`src/rtl/sdrc_app_arbiter.sv`:
```
// Two-requester arbiter for the SDRAM controller application port; at most one transaction in flight.
// Define SDRC_ARB_FIXED_PRIO_EN for fixed priority (rq0 wins ties); the default build is round-robin.
module sdrc_app_arbiter (
    input  logic        wb_clk_i,
    input  logic        wb_rst_i,
    input  logic        rq0_req,
    input  logic [25:0] rq0_addr,
    input  logic [8:0]  rq0_len,
    input  logic        rq0_wr_n,
    input  logic [31:0] rq0_wr_data,
    input  logic [3:0]  rq0_wr_en_n,
    output logic        rq0_ack,
    output logic        rq0_wr_next,
    output logic        rq0_rd_valid,
    output logic        rq0_last,
    output logic [31:0] rq0_rd_data,
    input  logic        rq1_req,
    input  logic [25:0] rq1_addr,
    input  logic [8:0]  rq1_len,
    input  logic        rq1_wr_n,
    input  logic [31:0] rq1_wr_data,
    input  logic [3:0]  rq1_wr_en_n,
    output logic        rq1_ack,
    output logic        rq1_wr_next,
    output logic        rq1_rd_valid,
    output logic        rq1_last,
    output logic [31:0] rq1_rd_data,
    output logic        app_req,
    output logic [25:0] app_req_addr,
    output logic [8:0]  app_req_len,
    output logic        app_req_wr_n,
    output logic [31:0] app_wr_data,
    output logic [3:0]  app_wr_en_n,
    input  logic        app_req_ack,
    input  logic        app_busy_n,
    input  logic        app_wr_next_req,
    input  logic        app_rd_valid,
    input  logic        app_last_rd,
    input  logic        app_last_wr,
    input  logic [31:0] app_rd_data
);

    typedef enum logic [1:0] {IDLE, REQ, WDATA, RDATA} state_t;

    state_t      state_q;
    logic        grant_q;
    logic        app_req_q;
    logic [25:0] addr_q;
    logic [8:0]  len_q;
    logic        wr_n_q;
    logic        grant_d;
    logic        any_req;
    logic        ack_pulse;
    logic        txn_done;

`ifdef SDRC_ARB_FIXED_PRIO_EN
`else
    logic        rr_ptr_q;
`endif

    // Winner for the next grant; a lone requester always wins, ties go by priority mode.
    always_comb begin
        any_req = rq0_req | rq1_req;
        if (rq0_req && rq1_req) begin
`ifdef SDRC_ARB_FIXED_PRIO_EN
            grant_d = 1'b0;
`else
            grant_d = rr_ptr_q;
`endif
        end else begin
            grant_d = rq1_req;
        end
    end

    assign ack_pulse = (state_q == REQ) && app_req_ack;
    assign txn_done  = ((state_q == WDATA) && app_last_wr) || ((state_q == RDATA) && app_last_rd);

    always_ff @(posedge wb_clk_i or posedge wb_rst_i) begin
        if (wb_rst_i) begin
            state_q   <= IDLE;
            grant_q   <= 1'b0;
            app_req_q <= 1'b0;
            addr_q    <= '0;
            len_q     <= '0;
            wr_n_q    <= 1'b1;
        end else begin
            case (state_q)
                IDLE: begin
                    if (any_req && app_busy_n) begin
                        grant_q   <= grant_d;
                        addr_q    <= grant_d ? rq1_addr : rq0_addr;
                        len_q     <= grant_d ? rq1_len  : rq0_len;
                        wr_n_q    <= grant_d ? rq1_wr_n : rq0_wr_n;
                        app_req_q <= 1'b1;
                        state_q   <= REQ;
                    end
                end
                REQ: begin
                    if (app_req_ack) begin
                        app_req_q <= 1'b0;
                        state_q   <= wr_n_q ? RDATA : WDATA;
                    end
                end
                WDATA: begin
                    if (app_last_wr) state_q <= IDLE;
                end
                RDATA: begin
                    if (app_last_rd) state_q <= IDLE;
                end
                default: state_q <= IDLE;
            endcase
        end
    end

`ifdef SDRC_ARB_FIXED_PRIO_EN
`else
    // The pointer moves only on completion, so the other requester is favoured next.
    always_ff @(posedge wb_clk_i or posedge wb_rst_i) begin
        if (wb_rst_i) begin
            rr_ptr_q <= 1'b0;
        end else if (txn_done) begin
            rr_ptr_q <= ~grant_q;
        end
    end
`endif

    assign app_req      = app_req_q;
    assign app_req_addr = addr_q;
    assign app_req_len  = len_q;
    assign app_req_wr_n = wr_n_q;

    assign app_wr_data  = grant_q ? rq1_wr_data : rq0_wr_data;
    assign app_wr_en_n  = (state_q == WDATA) ? (grant_q ? rq1_wr_en_n : rq0_wr_en_n) : 4'hF;

    assign rq0_ack      = ack_pulse && !grant_q;
    assign rq1_ack      = ack_pulse &&  grant_q;
    assign rq0_wr_next  = (state_q == WDATA) && app_wr_next_req && !grant_q;
    assign rq1_wr_next  = (state_q == WDATA) && app_wr_next_req &&  grant_q;
    assign rq0_rd_valid = (state_q == RDATA) && app_rd_valid && !grant_q;
    assign rq1_rd_valid = (state_q == RDATA) && app_rd_valid &&  grant_q;
    assign rq0_last     = txn_done && !grant_q;
    assign rq1_last     = txn_done &&  grant_q;

    // Read data is shared; qualification comes from the per-requester rd_valid.
    assign rq0_rd_data  = app_rd_data;
    assign rq1_rd_data  = app_rd_data;

endmodule

```
`config.mk`:
```
export PLATFORM = sky130hd
export DESIGN_NAME = sdrc_app_arbiter
export DESIGN_NICKNAME = d
export VERILOG_FILES = /design/src/rtl/sdrc_app_arbiter.sv
export SDC_FILE = /design/constraint.sdc
export NUM_CORES = 1
export LEC_CHECK = 0
export BUFFER_PORTS_ARGS = -buffer_cell sky130_fd_sc_hd__buf_2
export CORE_AREA = 10 10 121 123
export DETAILED_ROUTE_END_ITERATION = 12
export DIE_AREA = 0 0 131 133
export PLACE_DENSITY = 0.65
export SETUP_SLACK_MARGIN = 0.15
export SYNTH_ARGS = -nofsm -noshare
export SYNTH_HDL_FRONTEND = slang
export SYNTH_SLANG_ARGS = --single-unit
```
`constraint.sdc`:
```
create_clock -name wb_clk_i -period 3.5 [get_ports wb_clk_i]
set_input_delay 0.35 -clock wb_clk_i [delete_from_list [all_inputs] [get_ports wb_clk_i]]
set_output_delay 0.35 -clock wb_clk_i [all_outputs]
set_load 0.01 [all_outputs]
```
==> run_summary.xml <==
<?xml version="1.0" encoding="UTF-8"?>
<metrics>
  <group name="worst_setup_path">
    <metric name="critical_path.endpoint" unit="">app_wr_data[27]</metric>
    <metric name="crit-reg2reg-capture" unit="">grant_q$_DFFE_PP0P_</metric>
    <metric name="worstPathArrival" unit="ns">1.88</metric>
    <metric name="timing.critical_path.required" unit="ns">3.15</metric>
    <metric name="critPathKind" unit="">flip-flop to output pin</metric>
    <metric name="worst-path-max-fanout" unit="">29</metric>
    <metric name="crit_path_start_kind" unit="">flip-flop</metric>
    <metric name="timing.reg2reg.setup_slack" unit="ns">1.31</metric>
    <metric name="worstRegToRegCells" unit="">3</metric>
    <metric name="r2r_start" unit="">state_q[0]$_DFFE_PP0P_</metric>
    <metric name="critical_path_end_type" unit="">output pin</metric>
    <metric name="critPathLaunch" unit="">grant_q$_DFFE_PP0P_</metric>
  </group>
  <group name="placement">
    <metric name="placed_cells_incl_taps" unit="">669</metric>
    <metric name="gpl.final_weighted_congestion" unit="">0.833</metric>
    <metric name="dpl_cell_area" unit="sq um">4000</metric>
    <metric name="hpwl" unit="microns">11200</metric>
    <metric name="number_of_i_o_port_buffers" unit="">234</metric>
  </group>
  <group name="cts">
    <metric name="hold_buffers" unit="">0</metric>
    <metric name="cts_htree_levels" unit="">2</metric>
    <metric name="cts.sinks" unit="">41</metric>
    <metric name="insertion_delay" unit="ns">0.28</metric>
    <metric name="cts_tree" unit="">yes</metric>
    <metric name="cts_buf_count" unit="">5</metric>
    <metric name="clock_tree.buffer_depth" unit="">2</metric>
    <metric name="postCtsResizedCells" unit="">0</metric>
    <metric name="clock_tree.root_cell" unit="">clkbuf_16</metric>
    <metric name="clkSlewWorstSetupHoldPaths" unit="ns">0.07</metric>
    <metric name="post-cts-setup-buffers" unit="">0</metric>
  </group>
  <group name="grt">
    <metric name="number_of_global_route_vias_before_repair" unit="">3637</metric>
    <metric name="antenna_found_initial" unit="">3</metric>
    <metric name="grt_use_total" unit="%">14.8</metric>
    <metric name="grt_max_degree" unit="">74</metric>
    <metric name="wire_length_of_the_first_global_routing_pass" unit="microns">20500</metric>
    <metric name="global_route.overflow_total" unit="">0</metric>
  </group>
  <group name="timing">
    <metric name="finalCriticalPeriod" unit="ns">2.23</metric>
    <metric name="final.setup_skew" unit="ns">0.00336</metric>
    <metric name="worst_hold_margin" unit="ns">0.257</metric>
    <metric name="fin_crit_sh" unit="%">63.8</metric>
    <metric name="grt_setup_unrepaired" unit="">no</metric>
    <metric name="finalHoldViolations" unit="">0</metric>
    <metric name="final.setup.tns" unit="ns">0</metric>
    <metric name="worst_pin_slew" unit="ns">1.13</metric>
    <metric name="timing.fmax" unit="MHz">448</metric>
    <metric name="setup_viol_count_final" unit="">0</metric>
    <metric name="final_max_slew_viol_count" unit="">0</metric>
    <metric name="worst_slew_margin_rel" unit="%">24.4</metric>
  </group>
  <group name="die">
    <metric name="floorplan.io_pins" unit="">331</metric>
    <metric name="core_area" unit="sq um">12400</metric>
    <metric name="initial_util" unit="%">26.3</metric>
    <metric name="die_area" unit="sq um">17400</metric>
    <metric name="die_width" unit="microns">131</metric>
    <metric name="placementRows" unit="">41</metric>
    <metric name="die_h" unit="microns">133</metric>
  </group>
  <group name="layout">
    <metric name="footprint_of_the_flip_flops_and_latches" unit="sq um">1030</metric>
    <metric name="areaGrowthSynthToFinish" unit="%">29.0</metric>
    <metric name="fillCellCount" unit="">1294</metric>
    <metric name="fin_cells" unit="">679</metric>
    <metric name="multi_input_comb_area" unit="sq um">1550</metric>
    <metric name="nets" unit="">690</metric>
    <metric name="final_cell_area" unit="sq um">4200</metric>
    <metric name="post-route-util" unit="%">34.0</metric>
    <metric name="drive_above_1_share" unit="%">58.0</metric>
  </group>
  <group name="route">
    <metric name="drt-pass1-iter-count" unit="">5</metric>
    <metric name="routed-via-count" unit="">3356</metric>
    <metric name="drt-wirelength-per-cell" unit="microns">20.4</metric>
    <metric name="highest_layer" unit="">met4</metric>
    <metric name="routed-wl-met3" unit="microns">1530</metric>
    <metric name="detail-route-antenna-nets" unit="">0</metric>
    <metric name="routed_wl" unit="microns">13900</metric>
    <metric name="drc" unit="">0</metric>
    <metric name="drt-met1-wl" unit="microns">4830</metric>
    <metric name="met2_layer_wire_length_in_the_routed_design" unit="microns">7050</metric>
    <metric name="via_per_inst" unit="">4.94</metric>
    <metric name="drt-initial-drc-count" unit="">187</metric>
  </group>
  <group name="run_status">
    <metric name="outcome" unit="">finished clean</metric>
  </group>
  <group name="power_and_ir_drop">
    <metric name="vdd_ir_drop_max" unit="mV">0.202</metric>
    <metric name="power_density" unit="nW/um^2">742</metric>
    <metric name="p_leak" unit="uW">0.00192</metric>
  </group>
  <group name="logic_synthesis">
    <metric name="syn_area" unit="sq um">3260</metric>
    <metric name="synthCells" unit="">361</metric>
    <metric name="top_cells_by_area_in_the_synthesized_netlist" unit="">dfrtp_1 31%, buf_4 15%, a31oi_1 12%</metric>
    <metric name="synthesis.yosys.warnings" unit="">0</metric>
    <metric name="synth_net_count" unit="">547</metric>
    <metric name="yosysSeqAreaShare" unit="%">31.5</metric>
    <metric name="synth_top_area_share" unit="%">30.7</metric>
    <metric name="synth.largest_area_cell" unit="">dfrtp_1</metric>
    <metric name="postSynthRegisterBits" unit="">41</metric>
    <metric name="synth_area_per_cell" unit="sq um">9.02</metric>
    <metric name="synth_unique_cells" unit="">26</metric>
  </group>
  <group name="run">
    <metric name="cap_violations" unit="">0</metric>
  </group>
  <group name="worst_hold_path">
    <metric name="worst_hold_path_type" unit="">input pin to asynchronous set/reset pin</metric>
  </group>
</metrics>
-- cell usage in the layout, fill, tap and decap left out --
cell type / instances
dfrtp_1: 40
mux2i_1: 5
diode_2: 2
nand2_1: 10
buf_2: 234
o31ai_1: 1
clkbuf_16: 5
mux2_2: 32
dfstp_2: 1
inv_2: 3
inv_6: 1
o21ai_0: 33
o211ai_1: 1
o21a_4: 1
mux2_4: 1
a31oi_2: 9
a21oi_1: 1
and3_4: 1
a31oi_1: 63
inv_1: 3
nand3_1: 1
nor2b_4: 1
buf_4: 2
nand3b_1: 37
nor2_1: 10
o21ai_1: 7
bufinv_16: 2
-- per-layer routing --
layer	GRT usage, %	vias up
met2	27.0	222
li1	-	1542
met5	0	-
met1	15.0	1562
met4	5.81	0
met3	5.07	30
-- per-stage QoR --
stage	total power (uW)	setup slack [ns]
3_5_place_dp	2530	1.35
6_report	3120	1.27
2_1_floorplan	2000	2.00
5_1_grt	3340	1.16
4_1_cts	3160	1.26
3_3_place_gp	2490	1.40
-- cells in the mapped netlist (all sizes together) --
| cell | n |
|---|---|
| a21oi | 1 |
| mux2 | 33 |
| dfrtp | 40 |
| clkbuf | 20 |
| o211ai | 1 |
| nand2 | 10 |
| a31oi | 72 |
| mux2i | 5 |
| nand3b | 37 |
| o31ai | 1 |
| nand3 | 1 |
| dfstp | 1 |
| o21ai | 40 |
| nor2 | 10 |
| buf | 80 |
| o21a | 1 |
| nor2b | 1 |
| and3 | 1 |
| inv | 6 |
-- area by class of cell --
class	instances	share of cell area, %
Multi-Input combinational cell	214	36.9
Antenna cell	2	0.119
Sequential cell	41	24.5
Timing Repair Buffer	236	28.2
Clock inverter	3	1.64
Inverter	6	0.536
Clock buffer	5	2.98
Tap cell	172	5.12
-- registers in the layout, indices dropped and copies added, names as in the netlist --
name / flops
app_req_len: 9
app_req_addr: 26
rr_ptr_q: 1
app_req_wr_n: 1
grant_q: 1
app_req: 1
state_q: 2
-- where the power goes --
| part | internal [uW] | switching (uW) | leakage (uW) |
|---|---|---|---|
| Combinational | 709 | 911 | 0.00137 |
| Clock | 411 | 197 | 0.0000944 |
| Sequential | 715 | 173 | 0.000459 |
| Total | 1840 | 1280 | 0.00192 |
-- worst min path at each step --
stage,from,to,slack [ns],cells after the start
6_report,wb_rst_i,app_req_addr[21]$_DFFE_PP0P_,0.26,2
5_1_grt,app_last_rd,state_q[0]$_DFFE_PP0P_,0.27,2
2_1_floorplan,app_last_rd,state_q[0]$_DFFE_PP0P_,0.44,1
3_3_place_gp,app_req_addr[22]$_DFFE_PP0P_,app_req_addr[22]$_DFFE_PP0P_,0.53,2
3_5_place_dp,app_req_len[1]$_DFFE_PP0P_,app_req_len[1]$_DFFE_PP0P_,0.54,2
4_1_cts,app_last_rd,state_q[0]$_DFFE_PP0P_,0.26,2
-- worst max-delay path, cell delays in order (launching register included) --
cell	delay, ns
dfrtp_1	0.63
buf_4	0.44
mux2_2	0.39
buf_2	0.15
-- logic make-up after synthesis --
group                  after synthesis  synth area share (%)
and+or+nand+nor                     60                  11.5
DFF                                 41                  31.5
buffers and inverters              106                  21.1
muxes                               38                  13.1
AOI/OAI and AO/OA                  116                  22.8
(Power assumes the default switching activity.)
